--- src/rtl/inst_queue_param_if.sv ---
// Interface bundling the fetch-side push port, issue-side pop port and status of inst_queue_param.
// Optional perf counter signals are present when INSTQ_PERF_CNT_EN is defined.
interface inst_queue_param_if #(
    parameter int unsigned DEPTH  = 8,
    parameter int unsigned INST_W = 32,
    parameter int unsigned ADDR_W = 32
);
    localparam int unsigned CNT_W = $clog2(DEPTH + 1);

    // control
    logic              rdy_in;
    logic              flush_from_commit;

    // push side (pc_reg)
    logic              write_from_pc_reg;
    logic [INST_W-1:0] inst_from_pc_reg;
    logic [ADDR_W-1:0] inst_addr_from_pc_reg;
    logic              pred_from_pc_reg;
    logic              full_to_pc_reg;
    logic              almost_full_to_pc_reg;

    // pop side (issue)
    logic              transmit_from_issue;
    logic [INST_W-1:0] inst_to_issue;
    logic [ADDR_W-1:0] inst_addr_to_issue;
    logic              pred_to_issue;
    logic              empty_to_issue;
    logic [CNT_W-1:0]  count_out;

`ifdef INSTQ_PERF_CNT_EN
    logic [31:0]       perf_drop_cnt;
    logic [31:0]       perf_full_cyc;
    logic [31:0]       perf_empty_cyc;

    modport master (
        output rdy_in, flush_from_commit,
        output write_from_pc_reg, inst_from_pc_reg, inst_addr_from_pc_reg, pred_from_pc_reg,
        output transmit_from_issue,
        input  full_to_pc_reg, almost_full_to_pc_reg,
        input  inst_to_issue, inst_addr_to_issue, pred_to_issue, empty_to_issue, count_out,
        input  perf_drop_cnt, perf_full_cyc, perf_empty_cyc
    );

    modport slave (
        input  rdy_in, flush_from_commit,
        input  write_from_pc_reg, inst_from_pc_reg, inst_addr_from_pc_reg, pred_from_pc_reg,
        input  transmit_from_issue,
        output full_to_pc_reg, almost_full_to_pc_reg,
        output inst_to_issue, inst_addr_to_issue, pred_to_issue, empty_to_issue, count_out,
        output perf_drop_cnt, perf_full_cyc, perf_empty_cyc
    );
`else
    modport master (
        output rdy_in, flush_from_commit,
        output write_from_pc_reg, inst_from_pc_reg, inst_addr_from_pc_reg, pred_from_pc_reg,
        output transmit_from_issue,
        input  full_to_pc_reg, almost_full_to_pc_reg,
        input  inst_to_issue, inst_addr_to_issue, pred_to_issue, empty_to_issue, count_out
    );

    modport slave (
        input  rdy_in, flush_from_commit,
        input  write_from_pc_reg, inst_from_pc_reg, inst_addr_from_pc_reg, pred_from_pc_reg,
        input  transmit_from_issue,
        output full_to_pc_reg, almost_full_to_pc_reg,
        output inst_to_issue, inst_addr_to_issue, pred_to_issue, empty_to_issue, count_out
    );
`endif

endinterface

--- src/rtl/inst_queue_param.sv ---
// Parametrised circular instruction queue between fetch (pc_reg) and issue.
// Entries hold {inst, pc, predicted-taken}; the head entry and all flags are registered
// from next-state values so they are exact one cycle after each push/pop.
// Optional feature macro: INSTQ_PERF_CNT_EN adds saturating drop/full/empty perf counters.
module inst_queue_param #(
    parameter int unsigned DEPTH    = 8,
    parameter int unsigned INST_W   = 32,
    parameter int unsigned ADDR_W   = 32,
    parameter int unsigned AF_SLACK = 2
) (
    input  logic                clk_in,
    input  logic                rst_in,
    inst_queue_param_if.slave   q_if
);

    localparam int unsigned PTR_W    = $clog2(DEPTH);
    localparam int unsigned CNT_W    = $clog2(DEPTH + 1);
    localparam int unsigned AF_LEVEL = DEPTH - AF_SLACK;

    typedef struct packed {
        logic [INST_W-1:0] inst;
        logic [ADDR_W-1:0] pc;
        logic              pred;
    } entry_t;

    entry_t             mem [DEPTH];

    logic [PTR_W-1:0]   head_ptr_q;
    logic [PTR_W-1:0]   tail_ptr_q;
    logic [CNT_W-1:0]   count_q;
    entry_t             head_ent_q;
    logic               full_q;
    logic               af_q;
    logic               empty_q;

    logic               push_ok_c;
    logic               pop_ok_c;
    logic               clear_c;
    logic               advance_c;
    logic [CNT_W-1:0]   count_nxt_c;
    logic [PTR_W-1:0]   head_p1_c;
    entry_t             push_ent_c;
    entry_t             head_nxt_c;

    // Acceptance, next occupancy and next head entry selection
    always_comb begin
        push_ent_c.inst = q_if.inst_from_pc_reg;
        push_ent_c.pc   = q_if.inst_addr_from_pc_reg;
        push_ent_c.pred = q_if.pred_from_pc_reg;

        clear_c     = rst_in || q_if.flush_from_commit;
        push_ok_c   = q_if.write_from_pc_reg && (count_q != CNT_W'(DEPTH));
        pop_ok_c    = q_if.transmit_from_issue && (count_q != '0);
        advance_c   = !clear_c && q_if.rdy_in;
        count_nxt_c = count_q + CNT_W'(push_ok_c) - CNT_W'(pop_ok_c);
        head_p1_c   = head_ptr_q + PTR_W'(1);

        head_nxt_c  = head_ent_q;
        if (count_nxt_c == '0) begin
            head_nxt_c = head_ent_q;
        end else if (push_ok_c && pop_ok_c && (count_q == CNT_W'(1))) begin
            // the only stored entry leaves; the new one goes straight to the head
            head_nxt_c = push_ent_c;
        end else if (push_ok_c && (count_q == '0)) begin
            head_nxt_c = push_ent_c;
        end else if (pop_ok_c) begin
            head_nxt_c = mem[head_p1_c];
        end else begin
            head_nxt_c = mem[head_ptr_q];
        end
    end

    // Storage write; contents are never cleared, validity tracked by pointers
    always_ff @(posedge clk_in) begin
        if (advance_c && push_ok_c) begin
            mem[tail_ptr_q] <= push_ent_c;
        end
    end

    // Pointers, occupancy, flags and registered head entry
    always_ff @(posedge clk_in) begin
        if (clear_c) begin
            head_ptr_q <= '0;
            tail_ptr_q <= '0;
            count_q    <= '0;
            head_ent_q <= '0;
            full_q     <= 1'b0;
            af_q       <= 1'b0;
            empty_q    <= 1'b1;
        end else if (q_if.rdy_in) begin
            head_ptr_q <= head_ptr_q + PTR_W'(pop_ok_c);
            tail_ptr_q <= tail_ptr_q + PTR_W'(push_ok_c);
            count_q    <= count_nxt_c;
            head_ent_q <= head_nxt_c;
            full_q     <= (count_nxt_c == CNT_W'(DEPTH));
            af_q       <= (count_nxt_c >= CNT_W'(AF_LEVEL));
            empty_q    <= (count_nxt_c == '0);
        end
    end

    assign q_if.full_to_pc_reg        = full_q;
    assign q_if.almost_full_to_pc_reg = af_q;
    assign q_if.empty_to_issue        = empty_q;
    assign q_if.count_out             = count_q;
    assign q_if.inst_to_issue         = head_ent_q.inst;
    assign q_if.inst_addr_to_issue    = head_ent_q.pc;
    assign q_if.pred_to_issue         = head_ent_q.pred;

`ifdef INSTQ_PERF_CNT_EN
    logic [31:0] perf_drop_q;
    logic [31:0] perf_full_q;
    logic [31:0] perf_empty_q;
    logic        drop_ev_c;

    // A push refused because the queue is full; pushes lost to flush are not drops
    always_comb begin
        drop_ev_c = q_if.rdy_in && !q_if.flush_from_commit &&
                    q_if.write_from_pc_reg && (count_q == CNT_W'(DEPTH));
    end

    // Saturating perf counters, cleared by reset only so they survive flushes
    always_ff @(posedge clk_in) begin
        if (rst_in) begin
            perf_drop_q  <= '0;
            perf_full_q  <= '0;
            perf_empty_q <= '0;
        end else begin
            if (drop_ev_c && (perf_drop_q != 32'hFFFF_FFFF)) begin
                perf_drop_q <= perf_drop_q + 32'd1;
            end
            if (q_if.rdy_in && full_q && (perf_full_q != 32'hFFFF_FFFF)) begin
                perf_full_q <= perf_full_q + 32'd1;
            end
            if (q_if.rdy_in && empty_q && (perf_empty_q != 32'hFFFF_FFFF)) begin
                perf_empty_q <= perf_empty_q + 32'd1;
            end
        end
    end

    assign q_if.perf_drop_cnt  = perf_drop_q;
    assign q_if.perf_full_cyc  = perf_full_q;
    assign q_if.perf_empty_cyc = perf_empty_q;
`endif

endmodule

--- src/flat_wrapper.sv ---
// flat-port wrapper written by rule: the top's interface ports become plain ports
module inst_queue_param_flat 
#(
    parameter int unsigned DEPTH    = 8,
    parameter int unsigned INST_W   = 32,
    parameter int unsigned ADDR_W   = 32,
    parameter int unsigned AF_SLACK = 2
)
  (clk_in, rst_in, q_if_rdy_in, q_if_flush_from_commit, q_if_write_from_pc_reg, q_if_inst_from_pc_reg, q_if_inst_addr_from_pc_reg, q_if_pred_from_pc_reg, q_if_transmit_from_issue, q_if_full_to_pc_reg, q_if_almost_full_to_pc_reg, q_if_inst_to_issue, q_if_inst_addr_to_issue, q_if_pred_to_issue, q_if_empty_to_issue, q_if_count_out);
  inst_queue_param_if #(.DEPTH(DEPTH), .INST_W(INST_W), .ADDR_W(ADDR_W)) q_if_i ();
  input  logic clk_in;
  input  logic rst_in;
  input wire logic [$bits(q_if_i.rdy_in)-1:0] q_if_rdy_in;
  input wire logic [$bits(q_if_i.flush_from_commit)-1:0] q_if_flush_from_commit;
  input wire logic [$bits(q_if_i.write_from_pc_reg)-1:0] q_if_write_from_pc_reg;
  input wire logic [$bits(q_if_i.inst_from_pc_reg)-1:0] q_if_inst_from_pc_reg;
  input wire logic [$bits(q_if_i.inst_addr_from_pc_reg)-1:0] q_if_inst_addr_from_pc_reg;
  input wire logic [$bits(q_if_i.pred_from_pc_reg)-1:0] q_if_pred_from_pc_reg;
  input wire logic [$bits(q_if_i.transmit_from_issue)-1:0] q_if_transmit_from_issue;
  output wire logic [$bits(q_if_i.full_to_pc_reg)-1:0] q_if_full_to_pc_reg;
  output wire logic [$bits(q_if_i.almost_full_to_pc_reg)-1:0] q_if_almost_full_to_pc_reg;
  output wire logic [$bits(q_if_i.inst_to_issue)-1:0] q_if_inst_to_issue;
  output wire logic [$bits(q_if_i.inst_addr_to_issue)-1:0] q_if_inst_addr_to_issue;
  output wire logic [$bits(q_if_i.pred_to_issue)-1:0] q_if_pred_to_issue;
  output wire logic [$bits(q_if_i.empty_to_issue)-1:0] q_if_empty_to_issue;
  output wire logic [$bits(q_if_i.count_out)-1:0] q_if_count_out;
  assign q_if_i.rdy_in = q_if_rdy_in;
  assign q_if_i.flush_from_commit = q_if_flush_from_commit;
  assign q_if_i.write_from_pc_reg = q_if_write_from_pc_reg;
  assign q_if_i.inst_from_pc_reg = q_if_inst_from_pc_reg;
  assign q_if_i.inst_addr_from_pc_reg = q_if_inst_addr_from_pc_reg;
  assign q_if_i.pred_from_pc_reg = q_if_pred_from_pc_reg;
  assign q_if_i.transmit_from_issue = q_if_transmit_from_issue;
  assign q_if_full_to_pc_reg = q_if_i.full_to_pc_reg;
  assign q_if_almost_full_to_pc_reg = q_if_i.almost_full_to_pc_reg;
  assign q_if_inst_to_issue = q_if_i.inst_to_issue;
  assign q_if_inst_addr_to_issue = q_if_i.inst_addr_to_issue;
  assign q_if_pred_to_issue = q_if_i.pred_to_issue;
  assign q_if_empty_to_issue = q_if_i.empty_to_issue;
  assign q_if_count_out = q_if_i.count_out;
  inst_queue_param #(.DEPTH(DEPTH), .INST_W(INST_W), .ADDR_W(ADDR_W), .AF_SLACK(AF_SLACK)) u_core (.clk_in(clk_in), .rst_in(rst_in), .q_if(q_if_i));
endmodule
--- config.mk ---
export PLATFORM = sky130hd
export DESIGN_NAME = inst_queue_param_flat
export DESIGN_NICKNAME = d
export VERILOG_FILES = /design/src/rtl/inst_queue_param_if.sv /design/src/rtl/inst_queue_param.sv /design/src/flat_wrapper.sv
export SDC_FILE = /design/constraint.sdc
export NUM_CORES = 1
export LEC_CHECK = 0
export BUFFER_PORTS_ARGS = -buffer_cell sky130_fd_sc_hd__buf_4
export CAP_MARGIN = 5
export CORE_MARGIN = 2
export CORE_UTILIZATION = 55
export CTS_BUF_LIST = sky130_fd_sc_hd__clkbuf_8
export DETAILED_ROUTE_END_ITERATION = 8
export MAX_ROUTING_LAYER = met4
export PLACE_DENSITY = 0.74
export SYNTH_ARGS = -nofsm -noshare
export SYNTH_HDL_FRONTEND = slang
export SYNTH_SLANG_ARGS = --single-unit
--- constraint.sdc ---
create_clock -name clk_in -period 12.65 [get_ports clk_in]
set_clock_uncertainty 0.2 [all_clocks]
set_input_delay 2.53 -clock clk_in [delete_from_list [all_inputs] [get_ports clk_in]]
set_output_delay 2.53 -clock clk_in [all_outputs]
set_load 0.01 [all_outputs]
* Yosys cells after proc, flatten, opt, wreduce, memory -nomap -nowiden
Memory sizes are Yosys's and may differ from the RTL's. A register that Yosys moved wholly into a read port is not among the register bits.
Index checks and enable logic that the tools add are counted.
** Cells by class
- Add/sub/neg operators :: 5
- Magnitude comparators :: 1
- Eq/ne operators :: 3
- Mux-type cells :: 7
- Bitwise gates (word level) :: 1
- Reductions and logical operators :: 13
** Operators with widths (count)
- $mux W65 :: 3
- $logic_not A4 Y1 :: 2
- $logic_and A1 B1 Y1 :: 7
- $add A3 B1 Y3 :: 2
- $mux W3 :: 2
- $add A4 B1 Y4 :: 1
- $eq A4 B1 Y1 const B :: 1
- $eq A4 B4 Y1 const B :: 1
- $ge A4 B3 Y1 const B :: 1
- $ne A4 B4 Y1 const B :: 1
- $reduce_bool A4 Y1 :: 1
- $sub A4 B1 Y4 :: 1
- $add A3 B1 Y3 const B :: 1
- $mux W1 :: 2
- $reduce_and A2 Y1 :: 1
- $logic_not A1 Y1 :: 1
- $logic_or A1 B1 Y1 :: 1
- $not A1 Y1 :: 1
** Word-level totals
- Register bits after elaboration :: 78
- Bits in writable memories :: 520
- Input bits :: 71
- Output and inout bits :: 72
- Memories kept :: 1
** Memories
- u_core.mem :: depth 8, bits a word 65, read ports 2, clocked after memory_dff 1, write ports 1, RTL line inst_queue_param.sv:26 : entry_t mem [DEPTH];

* Longest topological paths before layout
- Depth after elaboration :: 7
- Depth in mapped cells :: 17
- Mapped depth without buffers :: 15

* Worst setup path before layout
Ideal clock, no wire load.
- Path kind :: input port to flip-flop
- Start point :: in q_if_rdy_in
- End point :: mem u_core.mem[1][0] in the netlist's numbering (enable)
- Library setup time :: 0.568 ns
- Data arrival time :: 7.667 ns
- Data required time :: 11.882 ns
- Slack :: 4.215 ns
- Cell stages on the path :: 4
- Cells stage by stage :: clkbuf_1 clkbuf_1 nand4_1 nor3_1
** Between the ends
- Cells in the longest elaborated chain, start to end :: 4
** RTL lines
- start, declared :: RTL line flat_wrapper.sv:13 : input wire logic [$bits(q_if_i.rdy_in)-1:0] q_if_rdy_in;
- $logic_and A1 B1 Y1 :: RTL line inst_queue_param.sv:54 : advance_c = !clear_c && q_if.rdy_in;
- $logic_and A1 B1 Y1 :: RTL line inst_queue_param.sv:75 : if (advance_c && push_ok_c) begin
- $mux W1 :: RTL line inst_queue_param.sv:75
- $mux W1 (not written as such) :: RTL line inst_queue_param.sv:76 : mem[tail_ptr_q] <= push_ent_c;
- end, declared :: RTL line inst_queue_param.sv:26
No other way between the ends.

* Worst setup path in the final report
- Start point :: in q_if_transmit_from_issue
- End point :: reg u_core.head_ent_q, in the netlist u_core.q_if.inst_addr_to_issue[30]
** Between the ends
- Cells in the longest elaborated chain, start to end :: 5
- Elaborated cells between the ends (all ways) :: 10
- Classes of those cells :: 1 x add/sub; 3 x mux; 1 x bitwise; 5 x reduce/logical
** RTL lines
- start, declared :: RTL line flat_wrapper.sv:19 : input wire logic [$bits(q_if_i.transmit_from_issue)-1:0] q_if_transmit_from_issue;
- $logic_and A1 B1 Y1 (*) :: RTL line inst_queue_param.sv:53 : pop_ok_c = q_if.transmit_from_issue && (count_q != '0);
- $sub A4 B1 Y4 :: RTL line inst_queue_param.sv:55 : count_nxt_c = count_q + CNT_W'(push_ok_c) - CNT_W'(pop_ok_c);
- $logic_not A4 Y1 :: RTL line inst_queue_param.sv:59 : if (count_nxt_c == '0) begin
- $not A1 Y1 (no source line)
- $reduce_and A2 Y1 (no source line)
- end signal, assigned :: RTL line inst_queue_param.sv:94 : head_ent_q <= head_nxt_c;
- end, declared :: RTL line inst_queue_param.sv:31 : entry_t head_ent_q;
Every way passes the cells marked *; elsewhere a longest branch is shown, timed or not.
A chain may end at the register's enable or synchronous reset.

==> flow_metrics.py <==
metrics = {
    "drt": {
        "antenna_violating_nets_left": 0,
        "viasPerCell": 6.637,
        "routed_wire_length_per_instance_microns": 27.15,
        "drt-pass1-iter-count": 6,
        "drcViolationCount": 0,
        "finalWirelength_mm": 70.07,
        "drt_iter0_drc": 1887,
        "via_count": 17130,
    },
    "finish": {
        "largest_reg_flops": 520,
        "post_route_cells_drive_above_1_share": 0.2832,
        "finalInstanceArea_sq_mm": 0.03102,
        "finish.net_count": 1902,
        "fill_cells": 3643,
        "area_delta_synth_final_pct": 12.34,
        "largest_register": "u_core.mem",
    },
    "critical_path": {
        "critical_path.startpoint": "q_if_transmit_from_issue",
        "path_depth": 13,
        "crit_type": "input pin to register",
        "critical_path.max_stage_delay_ns": 0.97,
        "critPathBufInv": 4,
        "regToRegStartpoint": "u_core.head_ptr_q[0]",
        "reg2reg_to": "u_core.q_if.inst_addr_to_issue[31]",
        "worst-endpoint-arrival_ns": 6.05,
        "worst_ep_required_time_ns": 13.07,
        "setup.worst_path.end_class": "register",
        "ff2ff_setup_slack_ns": 7.44,
        "crit_top_cell": "inv_1",
        "worst_setup_start_kind": "input pin",
        "maximum_fanout_along_the_worst_path": 61,
        "critical-path-top-delay-family": "simple AND/OR/NAND/NOR gates",
        "r2r_cell_count": 7,
        "cp_slowest_cell": "and3_4",
        "list_of_cells_traversed_by_the_critical_path": "buf_4, a21bo_2, inv_1, ha_1, inv_1, ha_1, inv_1, fa_1, xnor2_2, nor3_2, mux2i_4, and3_4, a32o_1",
    },
    "logic_synthesis": {
        "synth.ff_latch_count": 601,
        "syn-cell-area_sq_mm": 0.02762,
        "synthesis.nets": 1770,
        "yosys_warnings": 0,
        "main_combinational_cell_family_by_area_after_synthesis": "multiplexers",
        "ys_dominant_reg_cell": "edfxtp_1",
        "post_synth_xor_area_fraction": 0.002492,
        "synth-simple-area-share": 0.04042,
        "async_flop_share": 0,
        "synth.lib_cells_used.distinct": 48,
        "synth_compound_area_frac": 0.08024,
        "synthesis.area_per_instance_sq_um": 16.36,
        "mux_cell_area_share_after_synthesis": 0.2158,
        "number_of_synthesized_flops_with_an_enable_pin": 520,
        "ys_seq_area_frac": 0.6242,
        "netlist_instances": 1688,
        "synth_fa_ha_area_frac": 0.005256,
    },
    "global_route": {
        "grt_pass1_vias": 17590,
        "grt_antenna_before_repair": 5,
        "grt_max_degree": 152,
        "grt_pass1_wl_mm": 106.2,
        "global_route.overflow_total": 0,
        "global_route.usage.total": 0.2770,
    },
    "floorplanning": {
        "core_region_area_sq_mm": 0.04986,
        "ios": 143,
        "chipWidth_microns": 228.1,
        "floorplan.initialDensity": 0.5538,
        "num_rows": 82,
        "fp.dieH_microns": 228.1,
        "floorplan.die_area_sq_mm": 0.05202,
    },
    "clock_tree": {
        "post_cts_hold_buffer_count": 0,
        "cts-buffers-inserted": 98,
        "clk_pin_slew_ns": 0.06,
        "cts_sinks": 601,
        "cts_max_level": 3,
        "ctsLongestPathBuffers": 3,
        "cts_post_setup_buffers_inserted": 0,
        "cts_tree": "done",
        "worst_skew_pair.late_latency_ns": 0.68,
        "cts_repair_resize_count": 0,
        "clock_tree.root_cell": "clkbuf_8",
    },
    "sta": {
        "timing.fmax_mhz": 177.4,
        "layout_worst_path_cycle_share": 0.4455,
        "timing_hold_violations_final": 0,
        "timing.max_slew.rel_slack": 0.2203,
        "timing.final.max_slew_violations": 0,
        "setup_repair_after_global_routing_missed_its_margin": "false",
        "hold_slack_ns": 0.2743,
        "worstMarginPinSlew_ns": 1.170,
        "tns_ns": 0,
        "total_setup_violations_reported_at_the_end_of_the_flow": 0,
        "final.min_clock_period_ns": 5.636,
    },
    "placement": {
        "place_area_sq_mm": 0.02906,
        "detailedPlacementHpwl_mm": 35.10,
        "io_buffer_count": 142,
        "gp_routability_congestion": 0.8068,
    },
    "hold_path": {
        "hold_path_depth": 1,
        "holdPathEnd": "u_core.q_if.inst_to_issue[18]",
        "hold_start": "u_core.q_if.inst_to_issue[18]",
        "min_path_type": "register to register",
    },
    "power": {
        "ir_worst_vdd_mv": 0.08698,
        "cellLeakagePower_nw": 9.934,
        "pd_cells_mw_per_mm2": 132.3,
    },
    "run_status": {
        "outcome": "completed",
    },
    "run": {
        "maxCapViolations": 0,
    },
}
placed cells by master (no fill, tap or decap), drive strengths merged, types with 3 or more instances in the layout:
cell type,netlist,layout
o22a,61,61
nand2b,6,6
diode,0,6
xnor2,3,3
edfxtp,520,520
a221oi,61,61
a21oi,7,7
clkbuf,63,117
nor2b,3,3
mux2,122,122
clkinv,0,20
nand2,145,145
a311oi,4,4
a32o,61,61
inv,9,51
o21ai,4,4
mux2i,144,144
mux4,134,134
xor2,4,4
dfxtp,81,81
nand3,70,70
o22ai,61,61
nor2,19,19
nor3,3,3
buf,76,171
and2,3,3
ha,10,10
layout make-up:
class	count	area [sq um]	share of cell area
Inverter	9	33.78	0.001089
Clock buffer	117	1610	0.05191
Clock inverter	66	334.1	0.01077
Antenna cell	6	15.01	0.0004840
Sequential cell	601	17240	0.5559
Timing Repair Buffer	171	1296	0.04178
Multi-Input combinational cell	939	9648	0.3110
Tap cell	672	840.8	0.02710
synthesized netlist by cell type, types with 5 or more instances:
library cell	instances	area, sq um
mux4_2	134	3018
mux2i_1	143	1431
a32o_1	61	610.6
mux2_1	47	529.3
mux2_2	45	506.7
nand3_1	70	350.3
o22ai_1	61	381.6
buf_1	6	22.52
o22a_1	61	534.3
buf_2	32	160.2
ha_1	10	125.1
a21oi_1	5	25.02
nand2_1	145	544.3
buf_6	34	382.9
nor2_1	19	71.32
a221oi_1	61	534.3
edfxtp_1	520	15610
nand2b_1	6	37.54
clkbuf_1	62	232.7
mux2_4	30	450.4
inv_1	9	33.78
dfxtp_1	81	1622
metal layers:
layer	GRT usage	wire length (microns)
met5	-	0
met4	0.08619	1581
met3	0.05425	6226
met2	0.4390	34440
met1	0.3653	27820
power breakdown:
group          internal [mW]  switching (mW)  total, mW
sequential              2.17          0.0194       2.19
combinational          0.110           0.159      0.270
clock                  0.879           0.764       1.64
per-stage QoR:
stage                     cells  power (mW)  setup slack [ns]    util
after floorplan            1688       2.379             4.215       -
after global placement     2392       2.493             6.433  0.5829
after detailed placement   2392       2.500             6.329  0.5829
after CTS                  2575       4.129             7.058  0.6219
after global routing       2580       4.237             6.869  0.6221
final                      2581       4.104             7.014  0.6222
cells by family (layout without fill, tap and decap cells):
| kind of cell | count (synthesis) | count (layout) |
|---|---|---|
| and+or+nand+nor | 255 | 255 |
| xor gates and xnor gates | 7 | 7 |
| AOI/OAI and AO/OA | 266 | 266 |
| other | 0 | 6 |
| adders and majority gates | 11 | 11 |
| buffers and inverters | 148 | 363 |
| muxes | 400 | 400 |
| DFF | 601 | 601 |
worst max-delay path by stage:
stage	endpoint	slack [ns]
global route	u_core.q_if.inst_addr_to_issue[31]	6.87
global placement	u_core.q_if.inst_addr_to_issue[0]	6.43
floorplan	u_core.mem[1][0]	4.21
CTS	u_core.q_if.inst_to_issue[21]	7.06
detailed placement	u_core.q_if.inst_addr_to_issue[25]	6.33
finish	u_core.q_if.inst_addr_to_issue[30]	7.01
Power figures use the tool's default switching activity.
